--- config.mk ---
export PLATFORM = sky130hd
export DESIGN_NAME = fwd_hazard_ctrl
export DESIGN_NICKNAME = d
export VERILOG_FILES = /design/src/rtl/fwd_hazard_ctrl.sv
export SDC_FILE = /design/constraint.sdc
export NUM_CORES = 1
export LEC_CHECK = 0
export CORE_ASPECT_RATIO = 1.1
export CORE_MARGIN = 2
export CORE_UTILIZATION = 45
export DETAILED_ROUTE_END_ITERATION = 8
export GPL_ROUTABILITY_DRIVEN = 1
export PLACE_DENSITY = 0.75
export SLEW_MARGIN = 20
export SYNTH_ARGS = -nofsm -noshare
export SYNTH_HDL_FRONTEND = slang
export SYNTH_SLANG_ARGS = --single-unit
--- constraint.sdc ---
create_clock -name clk_i -period 2.4 [get_ports clk_i]
set_input_delay 0.48 -clock clk_i [delete_from_list [all_inputs] [get_ports clk_i]]
set_output_delay 0.48 -clock clk_i [all_outputs]
set_load 0.02 [all_outputs]
--- src/rtl/fwd_hazard_ctrl.sv ---
// Forwarding and hazard controller: shadows the ID/EX, EX/MEM and MEM/WB destination
// info, produces registered EX operand selects and load-use / HI/LO stall requests.
module fwd_hazard_ctrl #(
  parameter int REG_ADDR_W = 5,
  parameter int MDU_LAT    = 4
) (
  input  logic                  clk_i,
  input  logic                  rst_n_i,
  input  logic                  mem_stall_i,
  input  logic                  id_valid_i,
  input  logic [REG_ADDR_W-1:0] id_rs_i,
  input  logic [REG_ADDR_W-1:0] id_rt_i,
  input  logic                  id_uses_rs_i,
  input  logic                  id_uses_rt_i,
  input  logic                  id_wreg_i,
  input  logic [REG_ADDR_W-1:0] id_waddr_i,
  input  logic                  id_is_load_i,
  input  logic                  id_is_mdu_i,
  input  logic                  id_reads_hilo_i,
  output logic [1:0]            forwardA_o,
  output logic [1:0]            forwardB_o,
  output logic                  stall_o,
  output logic                  flush_o,
  output logic                  mdu_busy_o
);

  localparam int CNT_W = $clog2(MDU_LAT + 1);

  typedef struct packed {
    logic                  valid;
    logic                  wreg;
    logic [REG_ADDR_W-1:0] waddr;
    logic                  is_load;
  } entry_t;

  localparam entry_t BUBBLE = '0;

  entry_t           s_ex_q, s_ex_d;
  entry_t           s_mem_q, s_mem_d;
  entry_t           s_wb_q, s_wb_d;
  logic [1:0]       fwd_a_q, fwd_a_d;
  logic [1:0]       fwd_b_q, fwd_b_d;
  logic [CNT_W-1:0] cnt_q, cnt_d;

  logic load_use_s;
  logic hilo_haz_s;
  logic hazard_s;

  // Register 0 never matches; load_only restricts the match to load producers.
  function automatic logic hit_f(entry_t e, logic [REG_ADDR_W-1:0] a, logic load_only);
    return e.valid && e.wreg && (e.waddr == a) && (a != '0) && (!load_only || e.is_load);
  endfunction

  // Newest producer wins; a WB-stage producer is covered by register file write-through.
  function automatic logic [1:0] sel_f(entry_t ex, entry_t mem, entry_t wb,
                                       logic [REG_ADDR_W-1:0] a);
    logic [1:0] sel;
    if (hit_f(ex, a, 1'b0)) begin
      sel = 2'b01;
    end else if (hit_f(mem, a, 1'b0)) begin
      sel = 2'b10;
    end else if (hit_f(wb, a, 1'b0)) begin
      sel = 2'b00;
    end else begin
      sel = 2'b00;
    end
    return sel;
  endfunction

  assign mdu_busy_o = (cnt_q != '0);

  // Hazard detection and stall/bubble requests
  always_comb begin
    load_use_s = id_valid_i &&
                 ((id_uses_rs_i && hit_f(s_ex_q, id_rs_i, 1'b1)) ||
                  (id_uses_rt_i && hit_f(s_ex_q, id_rt_i, 1'b1)));
    hilo_haz_s = id_valid_i && mdu_busy_o && (id_reads_hilo_i || id_is_mdu_i);
    hazard_s   = load_use_s || hilo_haz_s;
    if (!rst_n_i) begin
      stall_o = 1'b0;
      flush_o = 1'b0;
    end else if (mem_stall_i) begin
      stall_o = 1'b1;
      flush_o = 1'b0;
    end else begin
      stall_o = hazard_s;
      flush_o = hazard_s;
    end
  end

  // Next state: shadow shift, select capture and MDU countdown unless frozen
  always_comb begin
    s_ex_d  = s_ex_q;
    s_mem_d = s_mem_q;
    s_wb_d  = s_wb_q;
    fwd_a_d = fwd_a_q;
    fwd_b_d = fwd_b_q;
    cnt_d   = cnt_q;
    if (!mem_stall_i) begin
      s_wb_d  = s_mem_q;
      s_mem_d = s_ex_q;
      if (hazard_s || !id_valid_i) begin
        s_ex_d  = BUBBLE;
        fwd_a_d = 2'b00;
        fwd_b_d = 2'b00;
      end else begin
        s_ex_d  = '{valid: 1'b1, wreg: id_wreg_i, waddr: id_waddr_i, is_load: id_is_load_i};
        fwd_a_d = id_uses_rs_i ? sel_f(s_ex_q, s_mem_q, s_wb_q, id_rs_i) : 2'b00;
        fwd_b_d = id_uses_rt_i ? sel_f(s_ex_q, s_mem_q, s_wb_q, id_rt_i) : 2'b00;
      end
      if (id_valid_i && id_is_mdu_i && !hazard_s) begin
        cnt_d = CNT_W'(MDU_LAT);
      end else if (cnt_q != '0) begin
        cnt_d = cnt_q - CNT_W'(1);
      end else begin
        cnt_d = cnt_q;
      end
    end else begin
      cnt_d = cnt_q;
    end
  end

  // State registers
  always_ff @(posedge clk_i or negedge rst_n_i) begin
    if (!rst_n_i) begin
      s_ex_q  <= BUBBLE;
      s_mem_q <= BUBBLE;
      s_wb_q  <= BUBBLE;
      fwd_a_q <= 2'b00;
      fwd_b_q <= 2'b00;
      cnt_q   <= '0;
    end else begin
      s_ex_q  <= s_ex_d;
      s_mem_q <= s_mem_d;
      s_wb_q  <= s_wb_d;
      fwd_a_q <= fwd_a_d;
      fwd_b_q <= fwd_b_d;
      cnt_q   <= cnt_d;
    end
  end

  assign forwardA_o = fwd_a_q;
  assign forwardB_o = fwd_b_q;

endmodule

# After elaboration in Yosys (flattened, before gate mapping)
# Index checks and enable logic that the tools add are counted.
[totals]
register_bits = 22
input_bits = 25
output_inout_bits = 7
elab_cells = 61
[classes]
n_addsub = 1
eq_ne = 4
muxes = 15
bitwise_logic = 1
n_reduce_logical = 30
[ops]
columns = ["cell", "count"]
rows = [
  ["$eq A5 B5 Y1", 4],
  ["$logic_and A1 B1 Y1", 19],
  ["$mux W2", 8],
  ["$reduce_bool A5 Y1", 2],
  ["$mux W8", 1],
  ["$mux W3", 2],
  ["$logic_or A1 B1 Y1", 4],
  ["$mux W1", 4],
  ["$reduce_bool A3 Y1", 1],
  ["$sub A3 B1 Y3 const B", 1],
  ["$logic_not A1 Y1", 2],
  ["$reduce_and A2 Y1", 1],
  ["$reduce_bool A2 Y1", 1],
  ["$not A1 Y1", 1],
]

# Longest topological paths before layout
[depth]
ltp_word = 12
depth_mapped = 8
mapped_depth_nobuf = 7

# Worst setup path after synthesis
# OpenSTA, ideal clock, no wires.
[synth_timing]
path_kind = "input-to-output"
from = "input port id_rs_i[1]"
to = "output port stall_o"
arrival_time_ps = 1825
setup_slack_ps = 95
stages = 6
n_path_buf = 1
cell_sequence = "or4_4 o21ai_2 and4b_4 o21ai_2 buf_4 a31oi_1"
[synth_via]
elab_chain_cells = 10
word_cells_on_any_way = 11
classes_between = "eq/ne (1); mux (2); reduce/logical (8)"
[synth_rtl]
columns = ["element", "line_no", "text"]
rows = [
  ["start, declared", "11", "input logic [REG_ADDR_W-1:0] id_rs_i,"],
  ["$eq A5 B5 Y1", "51", "return e.valid && e.wreg && (e.waddr == a) && (a != '0) && (!load_only || e.is_load);"],
  ["$logic_and A1 B1 Y1", "51", ""],
  ["$logic_and A1 B1 Y1 * (2 in series)", "51", ""],
  ["$logic_and A1 B1 Y1 *", "75", "((id_uses_rs_i && hit_f(s_ex_q, id_rs_i, 1'b1)) ||"],
  ["$logic_or A1 B1 Y1 *", "75", ""],
  ["$logic_and A1 B1 Y1 *", "74", "load_use_s = id_valid_i &&"],
  ["$logic_or A1 B1 Y1 *", "78", "hazard_s = load_use_s || hilo_haz_s;"],
  ["$mux W1 *", "82", "end else if (mem_stall_i) begin"],
  ["$mux W1 *", "79", "if (!rst_n_i) begin"],
  ["end, declared", "22", "output logic stall_o,"],
]
# Mark *: on every way between the ends. The rest lies on a longest branch, timed or not.

# Final worst setup path
# Ends and elaborated chain as after synthesis.

==> impl_metrics.tcl <==
set metrics [dict create \
    powerDensity_mw_per_mm2 579 \
    die_h_um 59.1 \
    hold_start "forwardA_o[1]$_DFFE_PN0N_" \
    first_global_vias 1135 \
    place.gp.congestion 0.753 \
    synth_top_family_by_area "compound AO/OA/AOI/OAI gates" \
    cts_buffers 3 \
    io_buffer_count 31 \
    htree_num_levels 1 \
    fin_util 0.677 \
    clock_sinks 22 \
    syn_nets 145 \
    wire_per_inst_um 15.0 \
    grt-ovfl-total 0 \
    drtIter0Drc 16 \
    setup_viol 1 \
    remaining_drc_errors 0 \
    clkTransAtPathRegs_ns 0.12 \
    antenna_found_initial 0 \
    grt_use_total 0.216 \
    worst_slack_ns -0.0294 \
    die_w_um 54.1 \
    pin_count 32 \
    yosysMostFrequentCell "dfrtp_1" \
    reg2reg_slack_ns 0.57 \
    final_antenna_net_count 0 \
    tritoncts "done" \
    synthTopCellsByCount "dfrtp_1, xor2_1, nand2_1" \
    synth.avg_cell_area_um2 10.5 \
    grt_pass1_wl_um 4980 \
    power_mw 1.06 \
    hold_class "flip-flop to flip-flop" \
    crit_arrival_ns 1.95 \
    clkLatencyLatePin_ns 0.31 \
    required_ns 1.92 \
    synth_top_area_frac 0.443 \
    synth_cell_types 31 \
    netlist_area_mm2 0.00124 \
    drive_gt1_frac 0.318 \
    syn_inst 118 \
    end_kind "output port" \
    async_flop_share 1.00 \
    worstRegToRegCells 8 \
    timing.rr.start "cnt_q[0]$_DFFE_PN0P_" \
    synth_compound_area_frac 0.160 \
    synthAdderAreaFrac 0.0201 \
    synthTopCellsByArea "dfrtp_1, xor2_1, mux2_2" \
    start_util 0.460 \
    timing.final.crit_period_ns 2.43 \
    grt_setup_unrepaired "true" \
    max-cap-violations 0 \
    synth-seq-cells 22 \
    drt_pass1_iterations 4 \
    muxShareOfSynthArea 0.0634 \
    min_period_over_period 1.01 \
    hpwlAfterDp_um 2510 \
    violations "negative setup slack" \
    status "finished, violations left" \
    diodes 0 \
    synthXorXnorAreaFrac 0.148 \
    synth_edf_count 0 \
    drt-total-wl_um 3130 \
    fin_worst_skew_ns 0.00295 \
    tightestPinTransition_ns 0.378 \
    peakVddDrop_v 0.000489 \
    p_leak_nw 0.848 \
    holdPathEnd "forwardA_o[1]$_DFFE_PN0N_" \
    layout.nets 204 \
    clockBufferDepth 2 \
    relSlewSlack 0.745 \
    via_count 1123 \
    holdWs_ns 0.513 \
    final-hold-violation-count 0 \
    holdPathStages 2 \
    vias_per_cell 5.37 \
    yosysSeqAreaShare 0.443 \
    timing.fmax_mhz 412 \
    synth_top_area_cell "dfrtp_1" \
    path_class "input port to output port" \
    pre_cts_slack_ns -0.779 \
    yosys.area_share.simple 0.142 \
    worstReg2RegEnd "s_ex_q[4]$_DFFE_PN0N_" \
    fillers 225 \
    die_area_mm2 0.00320 \
    rows 20 \
    grt_max_degree 20 \
    start_kind "input port" \
    synth-main-ff-cell "dfrtp_1" \
    slew_viol_final 0 \
    ys_warn_count 0 \
    fp.coreArea_mm2 0.00270 \
    root_buffer "clkbuf_4" \
    area_delta_synth_final_pct 47.1 \
    cp_max_fo 3 \
]
worst max-delay path by stage:
| stage | end | slack, ns | cells after the start | from |
|---|---|---|---|---|
| finish | stall_o | -0.03 | 7 | id_rs_i[1] |
| global route | stall_o | -0.07 | 7 | id_rs_i[1] |
| CTS | stall_o | -0.04 | 7 | id_rt_i[4] |
| detailed placement | flush_o | -0.78 | 7 | id_rs_i[1] |
| global placement | stall_o | -0.72 | 7 | id_rt_i[1] |
| floorplan | stall_o | 0.09 | 6 | id_rs_i[1] |
area by class of cell:
class,count,area [µm²],area share
repair buffers,58,500,0.274
multi-input cells,89,689,0.377
flip-flops and latches,22,551,0.301
clock buffers,4,36.3,0.0198
well taps,33,41.3,0.0226
inverters,3,11.3,0.00616
metal layers:
metal | wire (µm) | GRT usage | vias to the layer above
li1 | - | - | 544
met1 | 1290 | 0.246 | 543
met2 | 1660 | 0.403 | 31
met3 | 145 | 0.0253 | 5
met4 | 40 | 0.0750 | 0
met5 | 0 | 0 | -
worst max-delay path, stage by stage:
cell and delay, ns:
buf_6 0.09, or4_4 0.54, o21ai_4 0.14, and4b_4 0.23
o21ai_4 0.19, a31oi_1 0.10, buf_2 0.18
registers in the layout, indices dropped and copies added, names as in the netlist:
| name | flops |
|---|---|
| cnt_q | 3 |
| s_ex_q | 8 |
| forwardB_o | 2 |
| s_mem_q | 7 |
| forwardA_o | 2 |
cells by family (layout without fill, tap and decap cells):
group,Yosys count,after routing
AO/OA/AOI/OAI,26,26
adder cells (fa/ha/maj),2,2
buffers and inverters,7,65
multiplexers,7,7
XOR/XNOR,21,21
flip-flops,22,22
AND/OR/NAND/NOR,33,33
report_power, final:
group	switching, mW	internal (mW)	leakage [nW]
logic	0.166	0.200	0.533
clock network	0.114	0.0927	0.0210
registers	0.0561	0.430	0.295
placed cells by master (no fill, tap or decap), drive strengths merged:
| cell type | count |
|---|---|
| a31oi | 3 |
| a41oi | 1 |
| and2 | 2 |
| nor2b | 1 |
| nor2 | 8 |
| buf | 35 |
| o31ai | 2 |
| a22o | 2 |
| xor2 | 14 |
| and4b | 2 |
| a21boi | 1 |
| nand2 | 10 |
| mux2 | 7 |
| a21oi | 1 |
| ha | 2 |
| nor4 | 2 |
| o21ai | 8 |
| a32o | 7 |
| xnor2 | 7 |
| clkbuf | 5 |
| dfrtp | 22 |
| inv | 3 |
| dlygate4sd2 | 1 |
| dlymetal6s2s | 1 |
| nand3 | 5 |
| or4 | 2 |
| clkdlybuf4s15 | 1 |
| clkdlybuf4s50 | 19 |
| nand2b | 1 |
| o21a | 1 |
stage by stage:
stage	cell area (µm²)	cells	setup TNS (ns)
2_1_floorplan	1240	118	0
3_3_place_gp	1760	202	-1.99
3_5_place_dp	1760	202	-2.53
4_1_cts	1800	207	-0.0383
5_1_grt	1830	209	-0.0847
6_report	1830	209	-0.0294
repair_timing:
item	CTS	global route
pin swaps	9	6
gates resized for setup	46	5
setup endpoints to repair	2	2
hold buffers	0	0
setup buffers	1	2
Power figures use the tool's default switching activity.
